==> src/rtl/poly_mult_sequencer.sv <==
// Schoolbook polynomial-multiply address sequencer: walks every (i, j) term grouped by
// result coefficient k = i + j, and delays the accumulate/write controls to match the multiplier.
module poly_mult_sequencer #(
    parameter int N_COEF = 4,
    parameter int PIPE = 2,
    localparam int AW = $clog2(N_COEF)
) (
    input  logic          clk,
    input  logic          reset,
    input  logic          start,
    output logic [AW-1:0] a_addr,
    output logic [AW-1:0] b_addr,
    output logic          mul_en,
    output logic          acc_en,
    output logic          acc_clr,
    output logic          res_we,
    output logic [AW:0]   res_addr,
    output logic          busy,
    output logic          done
);

    localparam int KW = PIPE * (AW + 1);

    localparam logic [AW:0]   K_N      = (AW + 1)'(N_COEF);
    localparam logic [AW:0]   K_N_M1   = (AW + 1)'(N_COEF - 1);
    localparam logic [AW:0]   K_LAST   = (AW + 1)'(2 * N_COEF - 2);
    localparam logic [AW:0]   K_ONE    = (AW + 1)'(1);
    localparam logic [AW-1:0] I_MAX    = AW'(N_COEF - 1);
    localparam logic [AW-1:0] I_ONE    = AW'(1);
    localparam logic [2:0]    D_LAST   = 3'(PIPE - 1);

    typedef enum logic [1:0] {IDLE, ISSUE, DRAIN, DONE} state_t;

    state_t          state, state_nx;
    logic [AW:0]     k, k_nx;
    logic [AW-1:0]   i, i_nx;
    logic [2:0]      drain_cnt, drain_nx;
    logic            issue, term_first, term_last;

    logic [PIPE:1]   v_pipe, f_pipe, l_pipe;
    logic [KW-1:0]   k_pipe;

    // Lowest and highest i contributing to coefficient k.
    function automatic logic [AW-1:0] i_lo(input logic [AW:0] kk);
        if (kk >= K_N) return AW'(kk - K_N_M1);
        return '0;
    endfunction

    function automatic logic [AW-1:0] i_hi(input logic [AW:0] kk);
        if (kk < K_N) return AW'(kk);
        return I_MAX;
    endfunction

    always_comb begin
        // NOTE: every always_comb target gets a default first so no path leaves it unassigned (no latch).
        state_nx   = state;
        k_nx       = k;
        i_nx       = i;
        drain_nx   = drain_cnt;
        issue      = (state == ISSUE);
        term_first = (i == i_lo(k));
        term_last  = (i == i_hi(k));

        case (state)
            IDLE: begin
                if (start) begin
                    state_nx = ISSUE;
                    k_nx     = '0;
                    i_nx     = '0;
                end
            end
            ISSUE: begin
                if (term_last) begin
                    if (k == K_LAST) begin
                        state_nx = DRAIN;
                        k_nx     = '0;
                        i_nx     = '0;
                        drain_nx = '0;
                    end else begin
                        k_nx = k + K_ONE;
                        i_nx = i_lo(k + K_ONE);
                    end
                end else begin
                    i_nx = i + I_ONE;
                end
            end
            DRAIN: begin
                if (drain_cnt == D_LAST) state_nx = DONE;
                else drain_nx = drain_cnt + 3'd1;
            end
            DONE:    state_nx = IDLE;
            default: state_nx = IDLE;
        endcase
    end

    always_ff @(posedge clk or posedge reset) begin
        if (reset) begin
            state     <= IDLE;
            k         <= '0;
            i         <= '0;
            drain_cnt <= '0;
        end else begin
            // NOTE: registered state uses non-blocking assignment so all flops update from pre-edge values.
            state     <= state_nx;
            k         <= k_nx;
            i         <= i_nx;
            drain_cnt <= drain_nx;
        end
    end

    // Term tags ride alongside the multiplier; newest stage sits in the low bits.
    always_ff @(posedge clk or posedge reset) begin
        if (reset) begin
            // NOTE: the delay line is a flop chain, not a RAM, so clearing it on reset is cheap and kills aborted writes.
            v_pipe <= '0;
            f_pipe <= '0;
            l_pipe <= '0;
            k_pipe <= '0;
        end else begin
            v_pipe <= PIPE'({v_pipe, issue});
            f_pipe <= PIPE'({f_pipe, issue & term_first});
            l_pipe <= PIPE'({l_pipe, issue & term_last});
            k_pipe <= KW'({k_pipe, k});
        end
    end

    always_comb begin
        mul_en   = issue;
        a_addr   = issue ? i : '0;
        b_addr   = issue ? AW'(k - {1'b0, i}) : '0;
        acc_en   = v_pipe[PIPE];
        acc_clr  = f_pipe[PIPE];
        res_we   = l_pipe[PIPE];
        res_addr = l_pipe[PIPE] ? k_pipe[KW-1 -: AW+1] : '0;
        busy     = (state != IDLE);
        done     = (state == DONE);
    end

endmodule

==> config.mk <==
export PLATFORM = sky130hd
export DESIGN_NAME = poly_mult_sequencer
export DESIGN_NICKNAME = d
export VERILOG_FILES = /design/src/rtl/poly_mult_sequencer.sv
export SDC_FILE = /design/constraint.sdc
export NUM_CORES = 1
export LEC_CHECK = 0
export BUFFER_PORTS_ARGS = -buffer_cell sky130_fd_sc_hd__buf_2
export CORE_MARGIN = 1
export CORE_UTILIZATION = 56
export CTS_CLUSTER_DIAMETER = 120
export CTS_CLUSTER_SIZE = 24
export DETAILED_ROUTE_END_ITERATION = 10
export PLACE_DENSITY = 0.76
export SLEW_MARGIN = 20
export SYNTH_ARGS = -nofsm -noshare
export SYNTH_HDL_FRONTEND = slang
export SYNTH_SLANG_ARGS = --single-unit
==> constraint.sdc <==
create_clock -name clk -period 2.1 [get_ports clk]
set_input_delay 0.21 -clock clk [delete_from_list [all_inputs] [get_ports clk]]
set_output_delay 0.21 -clock clk [all_outputs]
set_load 0.05 [all_outputs]
==> results.sh <==
export IMPL_grt_max_degree=23
export IMPL_cts_tree="built"
export IMPL_synth_edf_count=0
export IMPL_final_nets=147
export IMPL_syn_inst=118
export IMPL_fillers=162
export IMPL_final_area_um2=1400
export IMPL_yosys_warnings=0
export IMPL_synth_distinct_cells=42
export IMPL_critPathRequiredTime_ns=1.89
export IMPL_r2r_start="k[1]"
export IMPL_layoutNonFillerInstCount=160
export IMPL_avgRoutedWirePerCell_um=14.8
export IMPL_start_kind="flop"
export IMPL_cts_root_buffer="clkbuf_4"
export IMPL_synthMuxAreaShare_pct=1.71
export IMPL_drt_iter0_markers=13
export IMPL_insertion_delay_ns=0.31
export IMPL_worst_path_buf_inv=3
export IMPL_cap_violations=0
export IMPL_slew_headroom_pct=46.8
export IMPL_critPathMaxFanout=14
export IMPL_grt_usage_pct=21.7
export IMPL_hold_viol=0
export IMPL_cts_sinks=22
export IMPL_synth_top_area_share_pct=44.1
export IMPL_setup_worst_path_class="reg -> out"
export IMPL_synth_simple_area_share_pct=16.8
export IMPL_cts_resized=0
export IMPL_place_detailed_hpwl_mm=1.63
export IMPL_cp_data_arrival_time_ns=1.75
export IMPL_period_share_pct=93.5
export IMPL_drive_gt1_share_pct=26.3
export IMPL_via_per_inst=5.81
export IMPL_drv_slew=0
export IMPL_placed_area_um2=1340
export IMPL_post_cts_setup_buffers=0
export IMPL_cts_clk_slew_worst_paths_ns=0.12
export IMPL_powerDensity_nw_per_um2=1740
export IMPL_synth_compound_area_share_pct=18.4
export IMPL_numPortBuffers=15
export IMPL_gp_congestion=0.860
export IMPL_rows=16
export IMPL_dr_total_vias=929
export IMPL_placedCellCount=156
export IMPL_max_slew_worst_pin_slew_ns=0.797
export IMPL_grt_pass1_wl_mm=3.97
export IMPL_die_area_um2=2420
export IMPL_setup_slack_ns=0.137
export IMPL_drc=0
export IMPL_die_y_um=49.2
export IMPL_fp_dieW_um=49.2
export IMPL_grt_antenna_before_repair=0
export IMPL_pre_cts_slack_ns=0.363
export IMPL_synth_xor_area_share_pct=2.81
export IMPL_ys_ff_latch=22
export IMPL_synthFlopType="dfrtp_1"
export IMPL_finalSetupTns_ns=0
export IMPL_grt_pass1_vias=873
export IMPL_synthAdderAreaFrac_pct=10.0
export IMPL_clockBufferDepth=2
export IMPL_min_period_ns=1.96
export IMPL_setup_violations=0
export IMPL_fmax_ghz=0.509
export IMPL_ys_seq_area_share_pct=44.1
export IMPL_vdd_drop_max_uv=1080
export IMPL_rsz0062_at_grt="false"
export IMPL_p_leak_nw=0.692
export IMPL_outcome="finished, final reports clean"
export IMPL_cp_end_kind="output pin"
export IMPL_cp_cell_sequence="inv_1 > ha_2 > buf_4 > nor2b_4 > buf_2"
export IMPL_core_area_um2=2020
export IMPL_postSynthAreaPerCell_um2=10.6
export IMPL_startpoint="state[1]"
export IMPL_initial_core_util_pct=61.7
export IMPL_hold_class="in -> async"
export IMPL_pin_count=16
export IMPL_synth_largest_area_cell="dfrtp_1"
export IMPL_ant_nets=0
export IMPL_htree_levels=1
export IMPL_worst_path_max_delay_cell="dfrtp_1"
export IMPL_critical_path_top_delay_family="buffers and inverters"
export IMPL_drt_wl_total_mm=2.36
export IMPL_overflow=0
export IMPL_synthToLayoutAreaGrowth_pct=12.2
export IMPL_max_stage_delay_ns=0.44
export IMPL_hold_buffers=0
export IMPL_synth_area_leaders="dfrtp_1 (44%), ha_1 (10%), nand2_1 (3.0%)"
export IMPL_cts_buffers=3
export IMPL_synth_top_family_by_area="compound AO/OA/AOI/OAI gates"
export IMPL_fin_skew_ns=0.00750
export IMPL_diodes=0
export IMPL_synth_area_um2=1250
export IMPL_ys_async_sr_fraction_pct=100
export IMPL_syn_nets=131
export IMPL_drt_pass1_iter_count=4
## per-layer routing
layer | track usage [%] | wire [um] | vias to the layer above
met3 | 2.49 | 97 | 7
met1 | 25.6 | 992 | 448
met5 | 0 | 0 | -
met4 | 14.2 | 69 | 0
li1 | - | - | 446
met2 | 37.0 | 1200 | 28
## cell usage in the layout, fill, tap and decap left out, types with 2 or more instances in the layout
cell type / instances
nand2_1: 10
buf_4: 2
and2_2: 3
a22o_1: 4
ha_1: 9
a31o_2: 2
inv_1: 9
and2_1: 3
nor2_1: 3
nor3_1: 2
o21ai_0: 4
nor2b_1: 3
clkbuf_4: 3
dfrtp_1: 22
o211ai_1: 3
xnor2_1: 2
o31ai_1: 2
a211oi_1: 2
a21oi_1: 3
nand2b_1: 2
buf_2: 15
and3_1: 2
## report_power, final
part,switching (mW),internal [mW]
Sequential,0.151,0.580
Clock,0.130,0.193
Combinational,0.846,0.532
Total,1.13,1.31
## path summary, 6_finish.rpt
check,to,cells after the start,slack (ns)
worst max-delay path,b_addr[0],5,0.14
worst min-delay path,drain_cnt[0],2,0.02
worst max register to register,state[1],5,0.26
worst min register to register,k_pipe[5],0,0.36
max in group asynchronous,l_pipe[1],2,1.58
min in group clk,k[1],4,0.36
## kinds of logic after synthesis
group                    count (synthesis)
AND/OR/NAND/NOR                         36
AO/OA/AOI/OAI                           29
XOR/XNOR                                 4
multiplexers                             2
flip-flops                              22
adder cells (fa/ha/maj)                 10
buffers and inverters                   15
## through the flow
step	util, %	hold slack, ns	power, mW
6_report	69.2	0.0240	2.43
4_1_cts	68.8	0.0515	2.43
3_3_place_gp	66.2	0.332	2.06
2_1_floorplan	-	0.199	1.87
5_1_grt	69.2	0.101	2.59
3_5_place_dp	66.2	0.336	2.10
## cell usage after synthesis, types with 2 or more instances
library cell,number
xor2_1,2
xnor2_1,2
a21oi_1,3
buf_6,2
ha_1,10
a211oi_1,2
nor2b_1,4
o211ai_1,3
nand2_1,10
buf_2,2
a31o_2,2
inv_1,9
and3_1,2
o21ai_0,4
nor2_1,3
nor3_1,2
and2_1,5
nand2b_1,2
o31ai_1,2
a22o_1,4
dfrtp_1,22
## worst reg2reg max path, delay by kind of cell, from the launching register on
kind	cells	cell delay, ns
AND/OR/NAND/NOR	3	0.56
adder cells (fa/ha/maj)	1	0.29
multiplexers	1	0.34
flip-flops	1	0.55
## state kept, by name (all words and copies together), names as in the netlist
name / count
k: 3
f_pipe: 2
v_pipe: 2
state: 2
drain_cnt: 3
k_pipe: 6
l_pipe: 2
i: 2
## cell type report
class	instances	area, um^2	area share, %
Multi-Input combinational cell	81	639	45.7
Sequential cell	22	551	39.3
Timing Repair Buffer	17	90.1	6.43
Inverter	9	33.8	2.41
Tap cell	27	33.8	2.41
Clock inverter	1	30.0	2.14
Clock buffer	3	22.5	1.61
(Power assumes the default switching activity.)
